<file path="src/rtl/fifo_buffer_pkg.sv">
// Shared sizing for the FIFO buffer: default word width and depth, and the
// pointer-index width derived from the depth.
package fifo_buffer_pkg;

  localparam int DATA_WIDTH_DEF = 8;
  localparam int DEPTH_DEF      = 8;

  // Index width needed to address 'depth' entries (depth is a power of two).
  function automatic int addr_width(input int depth);
    return $clog2(depth);
  endfunction

  localparam int ADDR_W_DEF = addr_width(DEPTH_DEF);

endpackage

</file>
<file path="src/rtl/fifo_buffer_if.sv">
// Producer/consumer handshake bundle for the FIFO buffer. The master side is
// the producer plus the downstream read controller; the slave side is the FIFO.
interface fifo_buffer_if
  import fifo_buffer_pkg::*;
#(
  parameter int DATA_WIDTH = DATA_WIDTH_DEF,
  parameter int ADDR_W     = ADDR_W_DEF
) ();

  logic                  write_en;
  logic [DATA_WIDTH-1:0] din;
  logic                  ready;
  logic                  pop;
  logic [DATA_WIDTH-1:0] dout;
  logic                  empty;
  logic                  full;
  logic [ADDR_W:0]       count;
  logic                  ovf;
  logic                  udf;

  modport master (
    output write_en, din, pop,
    input  ready, dout, empty, full, count, ovf, udf
  );

  modport slave (
    input  write_en, din, pop,
    output ready, dout, empty, full, count, ovf, udf
  );

endinterface

</file>
<file path="src/rtl/fifo_buffer_mem.sv">
// Storage array for the FIFO buffer: one synchronous write port and one
// asynchronous read port. Contents are deliberately not reset.
module fifo_mem
  import fifo_buffer_pkg::*;
#(
  parameter int DATA_WIDTH = DATA_WIDTH_DEF,
  parameter int DEPTH      = DEPTH_DEF,
  parameter int ADDR_W     = addr_width(DEPTH)
) (
  input  logic                  clk,
  input  logic                  we,
  input  logic [ADDR_W-1:0]     waddr,
  input  logic [DATA_WIDTH-1:0] wdata,
  input  logic [ADDR_W-1:0]     raddr,
  output logic [DATA_WIDTH-1:0] rdata
);

  logic [DATA_WIDTH-1:0] mem_r [DEPTH];

  // Store the pushed word at the write index on an accepted push.
  always_ff @(posedge clk) begin
    if (we) begin
      mem_r[waddr] <= wdata;
    end
  end

  assign rdata = mem_r[raddr];

endmodule

</file>
<file path="src/rtl/fifo_buffer.sv">
// First-word fall-through FIFO. Pointers carry one extra wrap bit so that
// empty and full are told apart without a separate flag; count is kept as its
// own register and tracks wr_ptr - rd_ptr. Overflow/underflow are sticky.
module fifo_buffer
  import fifo_buffer_pkg::*;
#(
  parameter int DATA_WIDTH = DATA_WIDTH_DEF,
  parameter int DEPTH      = DEPTH_DEF,
  parameter int ADDR_W     = addr_width(DEPTH)
) (
  input  logic          clk,
  input  logic          rst,
  fifo_buffer_if.slave  bus
);

  localparam logic [ADDR_W:0] PTR_ZERO = {(ADDR_W+1){1'b0}};
  localparam logic [ADDR_W:0] PTR_ONE  = {{ADDR_W{1'b0}}, 1'b1};

  logic [ADDR_W:0] wr_ptr_r;
  logic [ADDR_W:0] rd_ptr_r;
  logic [ADDR_W:0] count_r;
  logic            ovf_r;
  logic            udf_r;

  logic            empty_s;
  logic            full_s;
  logic            push_s;
  logic            pop_s;

  assign empty_s = (wr_ptr_r == rd_ptr_r);
  assign full_s  = (wr_ptr_r[ADDR_W-1:0] == rd_ptr_r[ADDR_W-1:0]) &&
                   (wr_ptr_r[ADDR_W] != rd_ptr_r[ADDR_W]);

  // A request is only honoured when the queue can take it; the rest are errors.
  assign push_s = bus.write_en && !full_s;
  assign pop_s  = bus.pop && !empty_s;

  // Pointer, occupancy and sticky error-flag state.
  always_ff @(posedge clk or negedge rst) begin
    if (!rst) begin
      wr_ptr_r <= PTR_ZERO;
      rd_ptr_r <= PTR_ZERO;
      count_r  <= PTR_ZERO;
      ovf_r    <= 1'b0;
      udf_r    <= 1'b0;
    end else begin
      if (push_s) begin
        wr_ptr_r <= wr_ptr_r + PTR_ONE;
      end
      if (pop_s) begin
        rd_ptr_r <= rd_ptr_r + PTR_ONE;
      end
      case ({push_s, pop_s})
        2'b10:   count_r <= count_r + PTR_ONE;
        2'b01:   count_r <= count_r - PTR_ONE;
        default: count_r <= count_r;
      endcase
      if (bus.write_en && full_s) begin
        ovf_r <= 1'b1;
      end
      if (bus.pop && empty_s) begin
        udf_r <= 1'b1;
      end
    end
  end

  fifo_mem #(
    .DATA_WIDTH (DATA_WIDTH),
    .DEPTH      (DEPTH),
    .ADDR_W     (ADDR_W)
  ) u_mem (
    .clk   (clk),
    .we    (push_s),
    .waddr (wr_ptr_r[ADDR_W-1:0]),
    .wdata (bus.din),
    .raddr (rd_ptr_r[ADDR_W-1:0]),
    .rdata (bus.dout)
  );

  assign bus.empty = empty_s;
  assign bus.full  = full_s;
  assign bus.ready = ~full_s;
  assign bus.count = count_r;
  assign bus.ovf   = ovf_r;
  assign bus.udf   = udf_r;

endmodule

</file>
<file path="src/flat_wrapper.sv">
// flat-port wrapper written by rule: the top's interface ports become plain ports
module fifo_buffer_flat import fifo_buffer_pkg::*;
#(
  parameter int DATA_WIDTH = DATA_WIDTH_DEF,
  parameter int DEPTH      = DEPTH_DEF,
  parameter int ADDR_W     = addr_width(DEPTH)
)
  (clk, rst, bus_write_en, bus_din, bus_pop, bus_ready, bus_dout, bus_empty, bus_full, bus_count, bus_ovf, bus_udf);
  fifo_buffer_if #(.DATA_WIDTH(DATA_WIDTH), .ADDR_W(ADDR_W)) bus_i ();
  input  logic clk;
  input  logic rst;
  input wire logic [$bits(bus_i.write_en)-1:0] bus_write_en;
  input wire logic [$bits(bus_i.din)-1:0] bus_din;
  input wire logic [$bits(bus_i.pop)-1:0] bus_pop;
  output wire logic [$bits(bus_i.ready)-1:0] bus_ready;
  output wire logic [$bits(bus_i.dout)-1:0] bus_dout;
  output wire logic [$bits(bus_i.empty)-1:0] bus_empty;
  output wire logic [$bits(bus_i.full)-1:0] bus_full;
  output wire logic [$bits(bus_i.count)-1:0] bus_count;
  output wire logic [$bits(bus_i.ovf)-1:0] bus_ovf;
  output wire logic [$bits(bus_i.udf)-1:0] bus_udf;
  assign bus_i.write_en = bus_write_en;
  assign bus_i.din = bus_din;
  assign bus_i.pop = bus_pop;
  assign bus_ready = bus_i.ready;
  assign bus_dout = bus_i.dout;
  assign bus_empty = bus_i.empty;
  assign bus_full = bus_i.full;
  assign bus_count = bus_i.count;
  assign bus_ovf = bus_i.ovf;
  assign bus_udf = bus_i.udf;
  fifo_buffer #(.DATA_WIDTH(DATA_WIDTH), .DEPTH(DEPTH), .ADDR_W(ADDR_W)) u_core (.clk(clk), .rst(rst), .bus(bus_i));
endmodule
</file>
<file path="config.mk">
export PLATFORM = sky130hd
export DESIGN_NAME = fifo_buffer_flat
export DESIGN_NICKNAME = d
export VERILOG_FILES = /design/src/rtl/fifo_buffer_pkg.sv /design/src/rtl/fifo_buffer_if.sv /design/src/rtl/fifo_buffer_mem.sv /design/src/rtl/fifo_buffer.sv /design/src/flat_wrapper.sv
export SDC_FILE = /design/constraint.sdc
export NUM_CORES = 1
export LEC_CHECK = 0
export ABC_AREA = 0
export BUFFER_PORTS_ARGS = -buffer_cell sky130_fd_sc_hd__buf_2
export CAP_MARGIN = 20
export CELL_PAD_IN_SITES_DETAIL_PLACEMENT = 2
export CELL_PAD_IN_SITES_GLOBAL_PLACEMENT = 2
export CORE_MARGIN = 8
export CORE_UTILIZATION = 30
export CTS_CLUSTER_DIAMETER = 80
export CTS_CLUSTER_SIZE = 12
export DETAILED_ROUTE_END_ITERATION = 6
export PLACE_DENSITY = 0.53
export SYNTH_ARGS = -nofsm -noshare
export SYNTH_HDL_FRONTEND = slang
export SYNTH_SLANG_ARGS = --single-unit
</file>
<file path="constraint.sdc">
create_clock -name clk -period 6.3 [get_ports clk]
set_clock_uncertainty 0.2 [all_clocks]
set_input_delay 0 -clock clk [delete_from_list [all_inputs] [get_ports clk]]
set_output_delay 0 -clock clk [all_outputs]
set_load 0.02 [all_outputs]
</file>
## After elaboration in Yosys (flattened, before gate mapping)

Memory sizes are Yosys's and may differ from the RTL's.
Cells that the tools add are included.

- Muxes and demuxes: 3
- Equality and inequality tests: 5
- Reductions and logical operators: 8
- $add $sub $neg: 4
- Bitwise logic cells: 1

Operators with widths:

| cell | number |
|---|---|
| 4-bit by 1-bit adder with 4-bit output (second input constant) | 3 |
| 4-bit case mux with 2 select lines | 1 |
| 1-bit logical AND | 5 |
| 4-bit equality test | 1 |
| 4-bit by 1-bit subtractor with 4-bit output (second input constant) | 1 |
| 3-bit equality test | 1 |
| 2-bit by 1-bit equality test with 1-bit output (second input constant) | 1 |
| 2-bit equality test (second input constant) | 1 |
| 1-bit logical NOT | 2 |
| 1-bit two-way mux | 2 |
| 2-bit nonzero test | 1 |
| 1-bit inequality test | 1 |
| 1-bit inverter | 1 |

- RAM bits: 64
- Output and inout port bits: 17
- Memories kept: 1
- Register bits: 14
- Word-level logic and storage cells: 27

Memories:

| memory | words | bits a word | rd ports | clocked after memory_dff | write ports | line | source |
|---|---|---|---|---|---|---|---|
| u_core.u_mem.mem_r | 8 | 8 | 1 | 0 | 1 | fifo_buffer_mem.sv:18 | `logic [DATA_WIDTH-1:0] mem_r [DEPTH];` |

## Depth between registers and ports, before layout

- Depth in word-level cells: 6
- Mapped depth: 12
- Gate-level depth less buffers: 11

## By module

A second synthesis with hierarchy kept.

- Cell total of the unflattened synthesis: 180
- Area, all modules: 3310.7 um^2

By module, submodules not included:

| module | cells an instance | times used | area each (um^2) |
|---|---|---|---|
| fifo_mem | 106 | 1 | 2531.2 |
| fifo_buffer | 74 | 1 | 779.5 |

## Worst setup path after synthesis

No wires, ideal clock.

- Path kind: reg-to-reg
- Start: register u_core.rd_ptr_r[1]
- End: register u_core.count_r[2], in the netlist u_core.bus.count[2]
- Cell stages (with the launch flop): 12
- Data arrival time: 2.192 ns
- Path slack: 3.774 ns
- Data required time: 5.966 ns
- Cells stage by stage: dfrtp_1 buf_4 xnor2_2 nand4_2 nand2_2 ha_1 xor2_1 ha_1 a21oi_1 xor2_1 nor2_1 xor2_1

- Cells in the longest elaborated chain, start to end: 6
- Elaborated cells between the ends (all ways): 11

RTL lines:

| item | line | source |
|---|---|---|
| from (decl) | fifo_buffer.sv:20 | `logic [ADDR_W:0] rd_ptr_r;` |
| from (signal assigned) | fifo_buffer.sv:51 | `rd_ptr_r <= rd_ptr_r + PTR_ONE;` |
| 3-bit equality test | fifo_buffer.sv:31 | `assign full_s = (wr_ptr_r[ADDR_W-1:0] == rd_ptr_r[ADDR_W-1:0]) &&` |
| 1-bit logical AND | fifo_buffer.sv:31 |  |
| 1-bit logical NOT | fifo_buffer.sv:35 | `assign push_s = bus.write_en && !full_s;` |
| 1-bit logical AND | fifo_buffer.sv:35 |  |
| 2-bit by 1-bit equality test with 1-bit output or 2-bit equality test (tied branches) | fifo_buffer.sv:53 | `case ({push_s, pop_s})` |
| 4-bit case mux with 2 select lines or 2-bit nonzero test (tied branches) | - |  |
| to (signal assigned) | fifo_buffer.sv:54 | `2'b10: count_r <= count_r + PTR_ONE;` |
| to (signal assigned) | fifo_buffer.sv:55 | `2'b01: count_r <= count_r - PTR_ONE;` |
| to (signal assigned) | fifo_buffer.sv:56 | `default: count_r <= count_r;` |
| to (decl) | fifo_buffer.sv:21 | `logic [ADDR_W:0] count_r;` |

Parallel ways exist; a longest one is shown, timed or not.
A chain may end at the register's enable or synchronous reset.

## Final worst setup path

- Start: register u_core.rd_ptr_r[1]
- End: register u_core.count_r[2], in the netlist u_core.bus.count[2]

- Elaborated cells between the ends (all ways): 11

RTL lines:

| item | line | source |
|---|---|---|
| 4-bit equality test * | fifo_buffer.sv:30 | `assign empty_s = (wr_ptr_r == rd_ptr_r);` |
| 1-bit logical NOT * | fifo_buffer.sv:36 | `assign pop_s = bus.pop && !empty_s;` |
| 1-bit logical AND * | fifo_buffer.sv:36 |  |
| net u_core.pop_s | fifo_buffer.sv:28 | `logic pop_s;` |
| 2-bit by 1-bit equality test with 1-bit output or 2-bit equality test (tied branches) | fifo_buffer.sv:53 |  |
| 4-bit case mux with 2 select lines or 2-bit nonzero test (tied branches) | - |  |

Mark *: on every way through the listed nets, which the timed path passes. The rest lies on a longest branch.

==> metrics.cfg <==
[status]
status = finished, final reports clean

[worst_hold_path]
min_to = u_core.bus.ovf$_DFFE_PN0P_
min_from = u_core.bus.ovf$_DFFE_PN0P_
worstHoldPathType = reg -> reg
min_path_cells = 1

[layout]
nNetsFinal = 238
n_antenna_cell = 0
fillers = 1069
area.growth.synth_to_final_pct = 17.8
final_area_um2 = 3890
final_layout_size_suffix_gt1_share_pct = 31.6

[cts]
htree_levels = 3
cts_resized = 0
clk_pin_slew_ps = 80
clk_latency_ps = 330
numCtsBuffers = 9
clock_sinks = 78
clockBufferDepth = 2
cts_tree = built
cts_root_buf = clkbuf_8

[sta]
min_period_ps = 3220
worst_slew_pin_slew_ps = 1040
timing.setup.tns_ps = 0
period_share_pct = 51.1
holdWs_ps = 261
finalMaxSlewViolations = 0
hold_viol = 0
max_slew_margin_pct = 30.7
finalSetupViolations = 0
setup_slack_ps = 3080
fmax_ghz = 0.311
rsz0062_at_grt = no

[placement]
preCtsSetupSlack_ps = 3050
dpl.hpwl_um = 4980
routabilityCongestion = 0.748
placed_cell_area_um2 = 3580
portBuffers = 28

[critical_path]
crit_required_ps = 6310
crit_slowest_cell = dfrtp_1
worst-path-max-fanout = 20
cp_top_family = flip-flops
cpPeakStageDelay_ps = 970
critPathArrivalTime_ps = 3220
worst-path-buf-inv = 1
cp_cell_sequence = xnor2_2 -> nand4_1 -> nand2_1 -> inv_1 -> ha_1 -> xor2_1 -> ha_1 -> a21oi_1 -> xor2_1 -> nor2_1 -> xor2_1
r2r_cells = 11
worst_path_most_repeated_cell = xor2_1
critPathLaunchType = flop
r2r_slack_ps = 3080
reg2reg_from = u_core.rd_ptr_r[1]$_DFFE_PN0P_
r2r_end = u_core.bus.count[2]$_DFFE_PN0P_
critical_path_class = reg -> reg
endpoint_kind = flop

[detailed_routing]
dr.first_iter.drc_count = 57
via_per_inst = 4.67
routed-via-count = 1706
drt_first_pass_iters = 4
final_antenna_net_count = 0
wl_per_cell_um = 20.7
routed_wirelength_um = 7560
drc_errors = 0

[grt]
grt_max_degree = 21
grt_pass1_wl_um = 11800
grt_remaining_overflow = 0
groute.usage.overall_pct = 11.0
antenna_found_initial = 0
grt_pass1_vias = 2005

[synthesis]
synth.avg_cell_area_um2 = 19.0
synth-main-ff-cell = edfxtp_1
synthesis.nets = 191
synth_largest_area_cell = edfxtp_1
seq_area_frac_synth_pct = 68.8
synth_commonest_cells = edfxtp_1 (64), dfrtp_1 (14), mux4_2 (12)
yosysMostFrequentCell = edfxtp_1
ys_seq_elements = 78
synthesis.area_um2 = 3300
ys_warn_count = 0
synth_cell_types = 36
synth.top_cell.area_share_pct = 58.2
synthArstFlopShare_pct = 17.9
netlist_instances = 174
synth-edff-count = 64
synth_area_leaders = edfxtp_1 (58%), dfrtp_1 (11%), mux4_2 (8.2%), mux2_4 (3.6%), mux4_1 (3.2%)

[floorplan]
core.rowCount = 38
core_um2 = 10800
die_w_um = 121
boundaryPins = 29
die_h_um = 121
dieArea_um2 = 14600
start_util_pct = 30.6

[power_and_ir_drop]
power_density_nw_per_um2 = 486
p_leak_nw = 1.41
irDropWorstVdd_uv = 194
p_total_mw = 1.89

[flow_run]
cap_violations = 0

-- cell families (layout without fill, tap and decap cells) --
| group | count (synthesis) | in the layout | share of synthesized area, % |
|---|---|---|---|
| AO/OA/AOI/OAI | 9 | 9 | 1.86 |
| XOR/XNOR | 14 | 14 | 4.17 |
| adder cells (fa/ha/maj) | 5 | 5 | 1.89 |
| buffers and inverters | 10 | 61 | 2.12 |
| flip-flops | 78 | 78 | 68.8 |
| multiplexers | 28 | 28 | 16.3 |
| AND/OR/NAND/NOR | 30 | 30 | 4.81 |
-- placed cells by master, fill, tap and decap left out, types with 2 or more instances in the layout --
cell type | Yosys | routed
a21o_1 | 2 | 2
a21oi_1 | 2 | 2
buf_2 | 4 | 28
buf_4 | 1 | 2
clkbuf_8 | 0 | 9
clkinv_2 | 0 | 2
dfrtp_1 | 14 | 14
dlygate4sd3_1 | 0 | 12
edfxtp_1 | 64 | 64
ha_1 | 5 | 5
inv_1 | 3 | 3
mux2_2 | 2 | 2
mux2_4 | 8 | 8
mux4_1 | 4 | 4
mux4_2 | 12 | 12
nand2_1 | 4 | 4
nand2b_1 | 3 | 3
nand3_1 | 4 | 4
nand4_1 | 3 | 3
nor2_1 | 8 | 8
xnor2_1 | 8 | 8
xnor2_2 | 2 | 2
xor2_1 | 4 | 4
-- final cells by class --
cell class | instances | area (um^2) | share of cell area [%]
clock buffers | 10 | 128 | 3.28
clock inverters | 5 | 51.3 | 1.32
inverters | 3 | 11.3 | 0.290
multi-input cells | 86 | 965 | 24.8
flip-flops and latches | 78 | 2270 | 58.4
well taps | 140 | 175 | 4.50
repair buffers | 43 | 287 | 7.37
-- per-layer routing --
| layer | global-route usage [%] | wire length [um] | vias to the layer above | share of wire [%] |
|---|---|---|---|---|
| li1 | - | - | 776 | - |
| met1 | 13.4 | 3380 | 892 | 45 |
| met2 | 18.7 | 3890 | 25 | 51 |
| met3 | 2.23 | 174 | 13 | 2.3 |
| met4 | 3.98 | 125 | 0 | 1.7 |
| met5 | 0 | 0 | - | 0 |
-- flip-flops by register name, indices dropped and copies added, names as in the netlist --
signal              cells
u_core.bus.ovf          1
u_core.u_mem.mem_r     64
u_core.bus.udf          1
u_core.bus.count        4
u_core.rd_ptr_r         4
u_core.wr_ptr_r         4
-- power by group --
part	switching (mW)	leakage, nW	internal [mW]	total [mW]
Clock	0.177	0.0896	0.179	0.355
Sequential	0.127	0.742	0.675	0.802
Combinational	0.378	0.575	0.354	0.732
Total	0.682	1.41	1.21	1.89
-- worst max path at each step --
stage	from	end	slack, ps	cells after the start
finish	u_core.rd_ptr_r[1]$_DFFE_PN0P_	u_core.bus.count[2]$_DFFE_PN0P_	3080	11
global route	u_core.rd_ptr_r[1]$_DFFE_PN0P_	u_core.bus.count[2]$_DFFE_PN0P_	2750	11
CTS	u_core.rd_ptr_r[1]$_DFFE_PN0P_	u_core.bus.count[2]$_DFFE_PN0P_	3040	11
detailed placement	u_core.rd_ptr_r[1]$_DFFE_PN0P_	u_core.bus.count[2]$_DFFE_PN0P_	3050	11
global placement	u_core.rd_ptr_r[1]$_DFFE_PN0P_	u_core.bus.count[2]$_DFFE_PN0P_	3240	11
floorplan	u_core.rd_ptr_r[1]$_DFFE_PN0P_	u_core.bus.count[2]$_DFFE_PN0P_	3770	11
-- per-stage QoR --
| step | instances | utilization [%] |
|---|---|---|
| final | 365 | 36.0 |
| after global routing | 365 | 36.0 |
| after CTS | 364 | 35.9 |
| after detailed placement | 337 | 33.2 |
| after global placement | 337 | 33.2 |
| after floorplan | 174 | - |
-- what timing repair did --
item | in CTS | in global routing
setup buffers | 0 | 0
hold buffers | 12 | 0
hold endpoints to repair | 88 | 0
Power figures use the tool's default switching activity.
